`src/rtl/matmul_sequencer_pkg.sv`:
```
// Shared constants for the matrix-multiply sequencer: opcode, FSM encodings and index width.
package matmul_sequencer_pkg;

    localparam int          SEQ_BITS  = 3;
    localparam logic [31:0] OP_MATMUL = 32'd1;

    typedef enum logic [2:0] {
        MSEQ_IDLE  = 3'd0,
        MSEQ_CHECK = 3'd1,
        MSEQ_FETCH = 3'd2,
        MSEQ_DRAIN = 3'd3,
        MSEQ_WRITE = 3'd4,
        MSEQ_FIN   = 3'd5
    } mseq_state_e;

endpackage

```
`src/rtl/matmul_sequencer_mac.sv`:
```
// Signed multiply-accumulate with clear/enable and a result stage that wraps by default
// or saturates to DATA_W when MATMUL_SEQ_SATURATE_EN is defined.
module matmul_mac #(
    parameter int DATA_W = 32,
    parameter int ACC_W  = 2 * DATA_W + 4
) (
    input  logic              wb_clk_i,
    input  logic              wb_rst_i,
    input  logic              clr,
    input  logic              en,
    input  logic [DATA_W-1:0] a,
    input  logic [DATA_W-1:0] b,
    output logic [DATA_W-1:0] result
);

    logic signed [2*DATA_W-1:0] prod;
    logic signed [ACC_W-1:0]    acc_q, acc_d;

    always_comb begin
        prod  = (2*DATA_W)'($signed(a)) * (2*DATA_W)'($signed(b));
        acc_d = acc_q;
        if (clr) begin
            acc_d = '0;
        end else if (en) begin
            acc_d = acc_q + ACC_W'(prod);
        end
    end

    // NOTE: state registers use non-blocking assignments so every flop samples pre-edge values.
    always_ff @(posedge wb_clk_i) begin
        if (wb_rst_i) begin
            acc_q <= '0;
        end else begin
            acc_q <= acc_d;
        end
    end

`ifdef MATMUL_SEQ_SATURATE_EN
    logic [ACC_W-DATA_W:0] acc_hi;

    // In range exactly when every bit above the result's sign bit matches it.
    always_comb begin
        acc_hi = acc_q[ACC_W-1:DATA_W-1];
        if (acc_hi == '0 || acc_hi == '1) begin
            result = acc_q[DATA_W-1:0];
        end else if (acc_q[ACC_W-1]) begin
            result = {1'b1, {(DATA_W-1){1'b0}}};
        end else begin
            result = {1'b0, {(DATA_W-1){1'b1}}};
        end
    end
`else
    assign result = acc_q[DATA_W-1:0];
`endif

endmodule

```
`src/rtl/matmul_sequencer.sv`:
```
// Walks (i, j, k) for C = A x B, driving synchronous A/B reads and C writes through matmul_mac.
// Result saturation is selected with the MATMUL_SEQ_SATURATE_EN macro.
module matmul_sequencer
    import matmul_sequencer_pkg::*;
#(
    parameter int DATA_W = 32,
    parameter int DIM_W  = SEQ_BITS + 1
) (
    input  logic              wb_clk_i,
    input  logic              wb_rst_i,
    input  logic              start,
    input  logic [31:0]       op,
    input  logic [DIM_W:0]    w_a,
    input  logic [DIM_W:0]    h_a,
    input  logic [DIM_W:0]    w_b,
    input  logic [DIM_W:0]    h_b,
    output logic [DIM_W-1:0]  a_row,
    output logic [DIM_W-1:0]  a_col,
    input  logic [DATA_W-1:0] a_rdata,
    output logic [DIM_W-1:0]  b_row,
    output logic [DIM_W-1:0]  b_col,
    input  logic [DATA_W-1:0] b_rdata,
    output logic              c_we,
    output logic [DIM_W-1:0]  c_row,
    output logic [DIM_W-1:0]  c_col,
    output logic [DATA_W-1:0] c_wdata,
    output logic              busy,
    output logic              done,
    output logic              err
);

    localparam int               DIM1_W  = DIM_W + 1;
    localparam logic [DIM_W:0]   MAX_DIM = {1'b1, {DIM_W{1'b0}}};
    localparam logic [DIM_W:0]   ONE     = DIM1_W'(1);

    mseq_state_e      state_q, state_d;
    logic [DIM_W-1:0] i_q, i_d, j_q, j_d, k_q, k_d;
    logic [DIM_W:0]   w_a_q, w_a_d, h_a_q, h_a_d, w_b_q, w_b_d;
    logic             err_q, err_d;
    logic             reject, k_last, j_last, i_last;
    logic             mac_clr, mac_en;
    logic [DATA_W-1:0] mac_result;

    assign reject = (op != OP_MATMUL) || (w_a != h_b)
                 || (w_a == '0) || (h_a == '0) || (w_b == '0) || (h_b == '0)
                 || (w_a > MAX_DIM) || (h_a > MAX_DIM) || (w_b > MAX_DIM) || (h_b > MAX_DIM);

    assign k_last = ({1'b0, k_q} == w_a_q - ONE);
    assign j_last = ({1'b0, j_q} == w_b_q - ONE);
    assign i_last = ({1'b0, i_q} == h_a_q - ONE);

    // NOTE: every always_comb output gets a default first, so no path can infer a latch.
    always_comb begin
        state_d = state_q;
        i_d     = i_q;
        j_d     = j_q;
        k_d     = k_q;
        w_a_d   = w_a_q;
        h_a_d   = h_a_q;
        w_b_d   = w_b_q;
        err_d   = err_q;
        mac_clr = 1'b0;
        mac_en  = 1'b0;
        unique case (state_q)
            MSEQ_IDLE: begin
                if (start) state_d = MSEQ_CHECK;
            end
            MSEQ_CHECK: begin
                if (reject) begin
                    err_d   = 1'b1;
                    state_d = MSEQ_FIN;
                end else begin
                    err_d   = 1'b0;
                    w_a_d   = w_a;
                    h_a_d   = h_a;
                    w_b_d   = w_b;
                    i_d     = '0;
                    j_d     = '0;
                    k_d     = '0;
                    mac_clr = 1'b1;
                    state_d = MSEQ_FETCH;
                end
            end
            MSEQ_FETCH: begin
                // Read data lags the address by one cycle, so k = 0 has nothing to add yet.
                mac_en = (k_q != '0);
                if (k_last) state_d = MSEQ_DRAIN;
                else        k_d     = k_q + 1'b1;
            end
            MSEQ_DRAIN: begin
                mac_en  = 1'b1;
                state_d = MSEQ_WRITE;
            end
            MSEQ_WRITE: begin
                mac_clr = 1'b1;
                if (i_last && j_last) begin
                    state_d = MSEQ_FIN;
                end else begin
                    k_d     = '0;
                    state_d = MSEQ_FETCH;
                    if (j_last) begin
                        j_d = '0;
                        i_d = i_q + 1'b1;
                    end else begin
                        j_d = j_q + 1'b1;
                    end
                end
            end
            MSEQ_FIN: state_d = MSEQ_IDLE;
            default:  state_d = MSEQ_IDLE;
        endcase
    end

    always_ff @(posedge wb_clk_i) begin
        if (wb_rst_i) begin
            state_q <= MSEQ_IDLE;
            i_q     <= '0;
            j_q     <= '0;
            k_q     <= '0;
            w_a_q   <= '0;
            h_a_q   <= '0;
            w_b_q   <= '0;
            err_q   <= 1'b0;
        end else begin
            state_q <= state_d;
            i_q     <= i_d;
            j_q     <= j_d;
            k_q     <= k_d;
            w_a_q   <= w_a_d;
            h_a_q   <= h_a_d;
            w_b_q   <= w_b_d;
            err_q   <= err_d;
        end
    end

    matmul_mac #(
        .DATA_W (DATA_W),
        .ACC_W  (2 * DATA_W + DIM_W)
    ) u_mac (
        .wb_clk_i (wb_clk_i),
        .wb_rst_i (wb_rst_i),
        .clr      (mac_clr),
        .en       (mac_en),
        .a        (a_rdata),
        .b        (b_rdata),
        .result   (mac_result)
    );

    // Counters only move on edges into FETCH, so the addresses hold everywhere else.
    assign a_row   = i_q;
    assign a_col   = k_q;
    assign b_row   = k_q;
    assign b_col   = j_q;
    assign c_row   = i_q;
    assign c_col   = j_q;
    assign c_we    = (state_q == MSEQ_WRITE);
    assign c_wdata = c_we ? mac_result : '0;
    assign busy    = (state_q == MSEQ_CHECK) || (state_q == MSEQ_FETCH)
                  || (state_q == MSEQ_DRAIN) || (state_q == MSEQ_WRITE);
    assign done    = (state_q == MSEQ_FIN);
    assign err     = (state_q == MSEQ_FIN) && err_q;

endmodule

```
`config.mk`:
```
export PLATFORM = sky130hd
export DESIGN_NAME = matmul_sequencer
export DESIGN_NICKNAME = d
export VERILOG_FILES = /design/src/rtl/matmul_sequencer_pkg.sv /design/src/rtl/matmul_sequencer_mac.sv /design/src/rtl/matmul_sequencer.sv
export SDC_FILE = /design/constraint.sdc
export NUM_CORES = 1
export LEC_CHECK = 0
export CAP_MARGIN = 20
export CELL_PAD_IN_SITES_DETAIL_PLACEMENT = 1
export CELL_PAD_IN_SITES_GLOBAL_PLACEMENT = 1
export CORE_ASPECT_RATIO = 0.75
export CORE_MARGIN = 2
export CORE_UTILIZATION = 51
export DETAILED_ROUTE_END_ITERATION = 10
export GPL_ROUTABILITY_DRIVEN = 0
export PLACE_DENSITY = 0.9
export SLEW_MARGIN = 25
export SYNTH_ARGS = -nofsm -noshare
export SYNTH_HDL_FRONTEND = slang
export SYNTH_SLANG_ARGS = --single-unit
```
`constraint.sdc`:
```
create_clock -name wb_clk_i -period 14.5 [get_ports wb_clk_i]
set_input_delay 2.9 -clock wb_clk_i [delete_from_list [all_inputs] [get_ports wb_clk_i]]
set_output_delay 2.9 -clock wb_clk_i [all_outputs]
set_load 0.1 [all_outputs]
```
## After elaboration in Yosys (flattened, before gate mapping)

Cells that the tools add are included.
Widths: inputs -> output; s select.

- Equality and inequality tests: 16
- Reductions and logical operators: 28
- Bitwise gates (word level): 1
- Order comparisons: 4
- $mul: 1
- Muxes and demuxes: 20
- Add/sub/neg operators: 7

Operators by type and width:

| cell | count |
|---|---|
| $add 68x64->68 | 1 |
| $mul 32x32->64 | 1 |
| $mux 32 | 1 |
| $ne 32x1->1 const B | 1 |
| $mux 4 | 7 |
| $gt 5x5->1 const B | 4 |
| $logic_not 5->1 | 4 |
| $pmux 4 s2 | 2 |
| $eq 4x5->1 | 3 |
| $pmux 3 s5 | 1 |
| $sub 5x1->5 const B | 3 |
| $add 4x1->4 const B | 3 |
| $logic_or 1x1->1 | 12 |
| $mux 3 | 4 |
| $pmux 4 s3 | 1 |
| $ne 2x2->1 const B | 5 |
| $reduce_and 4->1 | 2 |
| $eq 3x2->1 const B | 2 |
| $eq 3x3->1 const B | 2 |
| $ne 5x5->1 | 1 |
| $pmux 1 s2 | 2 |
| $reduce_and 2->1 | 2 |
| $reduce_bool 4->1 | 1 |
| $eq 3x1->1 const B | 1 |
| other kinds (9) | 11 |

- Logic and storage cells: 86
- Output and inout bits: 60
- Bits of input ports: 119
- Register bits: 99

## Logic depth before layout (Yosys ltp)

- Depth in word-level cells: 13
- Gate-level depth with buffers: 28
- Mapped depth without buffers: 26

## Modules after synthesis

A second synthesis with hierarchy kept.

- Cell total of the unflattened synthesis: 2,337
- Area, all modules: 20,674.8 µm²

Modules (own cells, without submodules):

| module | times used | cells each | sequential area each (µm²) | area an instance (µm²) |
|---|---|---|---|---|
| matmul_mac | 1 | 2,040 | 640.6 | 18,220.0 |
| matmul_sequencer | 1 | 297 | 620.6 | 2,454.9 |

## Worst setup path after synthesis

Ideal clock, no wire load.

- Kind: input to register
- Start point: input a_rdata[13]
- End point: register u_mac.acc_q[31]
- Required time: 14,414 ps
- Cell stages on the path: 24
- Setup time: 86 ps
- Path slack: 5,004 ps
- Arrival: 9,410 ps
- Buffers on the path: 2
- Path through: clkbuf_1 -> clkbuf_1 -> nand2_1 -> fa_1 -> fa_1 -> fa_1 -> fa_1 -> fa_1 -> inv_1 -> fa_1 -> fa_1 -> inv_1 -> fa_1 -> inv_1 -> ha_1 -> or3_1 -> nor2_1 -> o21ai_0 -> a31o_2 -> a21oi_1 -> a31oi_1 -> a31oi_1 -> xnor2_1 -> a211oi_1

- Cells in the longest elaborated chain, start to end: 2

RTL lines:

| item | RTL line | RTL |
|---|---|---|
| start, declared | matmul_sequencer.sv:19 | `input logic [DATA_W-1:0] a_rdata,` |
| $mul 32x32->64 | matmul_sequencer_mac.sv:20 | `prod = (2*DATA_W)'($signed(a)) * (2*DATA_W)'($signed(b));` |
| $add 68x64->68 | matmul_sequencer_mac.sv:25 | `acc_d = acc_q + ACC_W'(prod);` |
| end signal, assigned | matmul_sequencer_mac.sv:32 | `acc_q <= '0;` |
| end signal, assigned | matmul_sequencer_mac.sv:34 | `acc_q <= acc_d;` |
| end, declared | matmul_sequencer_mac.sv:17 | `logic signed [ACC_W-1:0] acc_q, acc_d;` |

Every way passes these cells.
A chain may end at the register's enable or synchronous reset.

## Worst setup path after layout

- Start point: input b_rdata[12]
- End point: register u_mac.acc_q[31]

- Cells in the longest elaborated chain, start to end: 2

RTL lines:

| item | RTL line | RTL |
|---|---|---|
| start, declared | matmul_sequencer.sv:22 | `input logic [DATA_W-1:0] b_rdata,` |
| $mul 32x32->64 | matmul_sequencer_mac.sv:20 |  |
| $add 68x64->68 | matmul_sequencer_mac.sv:25 |  |

Every way passes these cells.

==> results.ini <==
[run_status]
status = completed

[synth]
synth_ff_type = dfxtp_1
ys_async_sr_fraction_pct = 0
synth_cell_type_count = 54
yosys_warnings = 0
synth-edff-count = 0
synthTopCellsByArea = fa_1 (43%), and2_1 (9.8%), ha_1 (9.7%)
ys_ff_latch = 63
synth.avg_cell_area_um2 = 8.77
synth_nets = 3042
synth_area_um2 = 20400
ys_seq_area_share_pct = 6.18
syn-instance-count = 2327
synth_area_leader_cell = fa_1
synth_top_area_share_pct = 43.0

[timing]
drv_slew = 0
hold_viol = 0
fin_tns_setup_ns = 0
finalCritPeriodShare_pct = 75.0
period_minus_slack_ns = 10.87
slew_headroom_pct = 24.6
timing.fmax_mhz = 92.0
setup_viol = 0
finClkSkew_ns = 0.0116
tightest_slew_ns = 1.13
grt_setup_unrepaired = no

[setup_path]
critPathMaxFanout = 20
cp-end-kind = register
slowest_stage = clkdlybuf4s50_1
cp-start-kind = input port
path_common_cell = fa_1
max_stage_delay_ns = 1.21
crit_required_ns = 14.78
worstPathCellList = clkdlybuf4s50_1 -> nand2_1 -> fa_1 -> fa_1 -> fa_1 -> fa_1 -> fa_1 -> inv_1 -> fa_1 -> fa_1 -> inv_1 -> fa_1 -> inv_1 -> ha_1 -> or3_1 -> nor2_1 -> o21ai_0 -> a31o_2 -> a21oi_1 -> a31oi_1 -> a31oi_1 -> xnor2_1 -> a211oi_1
worstPathArrival_ns = 11.15
worstSetupPathType = input port to register

[global_routing]
grt_first_pass_wirelength_um = 113000
first_global_vias = 20200
grt_max_degree = 39
antenna_found_initial = 0
grt_overflow = 0
grt_use_total_pct = 35.6

[clock_tree]
clk_pin_slew_worst_paths_ns = 0.06
hold_buffers = 0
cts_buffers = 9
clk_path_buf_depth = 2
cts_repair_resize_count = 0
htreeDepth = 3
cts_post_setup_buffers_inserted = 0
worstSkewPairLatency_ns = 0.36
cts_root_buf = clkbuf_16
cts_tree = done
cts.sinks = 63

[layout]
register_area_um2 = 1260
final_cell_mix = inv_1 (526), fa_1 (438), and2_1 (319)
final_common_cell = inv_1
nets = 3129
stdcell_area_um2 = 22700
drive_gt1_share_pct = 2.44
nFillCells = 4579
syn_to_final_growth_pct = 11.4
multi_input_area_um2 = 16700

[drt]
drt-initial-drc-count = 1251
ant_nets = 0
drc_errors = 0
wl_per_cell_um = 24.3
viasPerCell = 5.70
drt-total-wl_um = 71600
dr_total_vias = 16800
first_pass_iters = 5

[floorplanning]
die_height_um = 177
die-area_um2 = 41600
coreArea_um2 = 39500
start_util_pct = 51.7
std_cell_rows = 63
dieWidth_um = 235
ioPinCount = 179

[placed_design]
place_hpwl_um = 57400
portBuffers = 178
dpl_cell_area_um2 = 22400

[hold_path]
hold_class = register to register

[job]
maxCapViolations = 0

## cell type report
type,instances,share of cell area [%]
diodes,2,0.0220
clock buffers,10,1.05
clock inverters,6,0.369
inverters,526,8.69
multi-input cells,1620,73.4
flip-flops and latches,63,5.55
well taps,520,2.86
repair buffers,194,8.08
## flip-flops by register name, indices dropped and copies added, names as in the netlist
name         count
w_a_q            5
b_col            4
a_row            4
h_a_q            5
state_q          3
a_col            4
w_b_q            5
u_mac.acc_q     32
err_q            1
## cell families after synthesis
logic type	share of synthesized area [%]
flip-flops	6.18
AND/OR/NAND/NOR	19.0
XOR/XNOR	5.11
multiplexers	0.883
adder cells (fa/ha/maj)	52.7
AO/OA/AOI/OAI	4.05
buffers and inverters	12.1
## routing by layer
metal	routed length, um	part of all wire (%)	vias up	track usage [%]
met3	5020	7.0	257	6.63
met5	0	0	-	0
met4	3870	5.4	0	18.6
met1	26500	37	8744	41.8
li1	-	-	7000	-
met2	36200	51	761	62.4
## cell usage after synthesis (9+ instances only)
master      n
mux2i_1    18
fa_1      438
a211oi_1   10
o21ai_0    21
a21oi_1    52
a21o_1      9
nor2_1     55
nor3_1     28
nand2b_1   10
xnor2_1    85
ha_1      158
xor2_1     34
buf_4      12
nand2_1   290
inv_1     526
dfxtp_1    63
clkbuf_1  101
and2_1    319
nor4_1     12
## critical path, delay by kind of cell
kind,cells,cell delay (ns)
buffers and inverters,4,1.39
AND/OR/NAND/NOR,3,0.81
XOR/XNOR,1,0.11
adder cells (fa/ha/maj),9,4.56
AO/OA/AOI/OAI,6,1.36
## metrics by stage
| stage | hold slack, ns | setup WS [ns] | util, % | std cells |
|---|---|---|---|---|
| floorplan | 0.432 | 5.00 | - | 2327 |
| global placement | 0.441 | 3.73 | 56.9 | 2923 |
| detailed placement | 0.450 | 3.36 | 56.8 | 2923 |
| CTS | 0.458 | 3.60 | 57.6 | 2939 |
| global route | 0.481 | 3.44 | 57.5 | 2939 |
| finish | 0.456 | 3.63 | 57.6 | 2941 |
## final timing paths
check	startpoint	endpoint	slack [ns]	cells after the start
max	b_rdata[12]	u_mac.acc_q[31]$_SDFFE_PP0P_	3.63	23
min	u_mac.acc_q[4]$_SDFFE_PP0P_	u_mac.acc_q[4]$_SDFFE_PP0P_	0.46	2
max reg2reg	u_mac.acc_q[23]$_SDFFE_PP0P_	u_mac.acc_q[31]$_SDFFE_PP0P_	7.17	22
min reg2reg	u_mac.acc_q[4]$_SDFFE_PP0P_	u_mac.acc_q[4]$_SDFFE_PP0P_	0.46	2
Power is left out: the tool's default activity adds up to more than one toggle a clock period on the data nets, which glitch-free logic cannot reach.
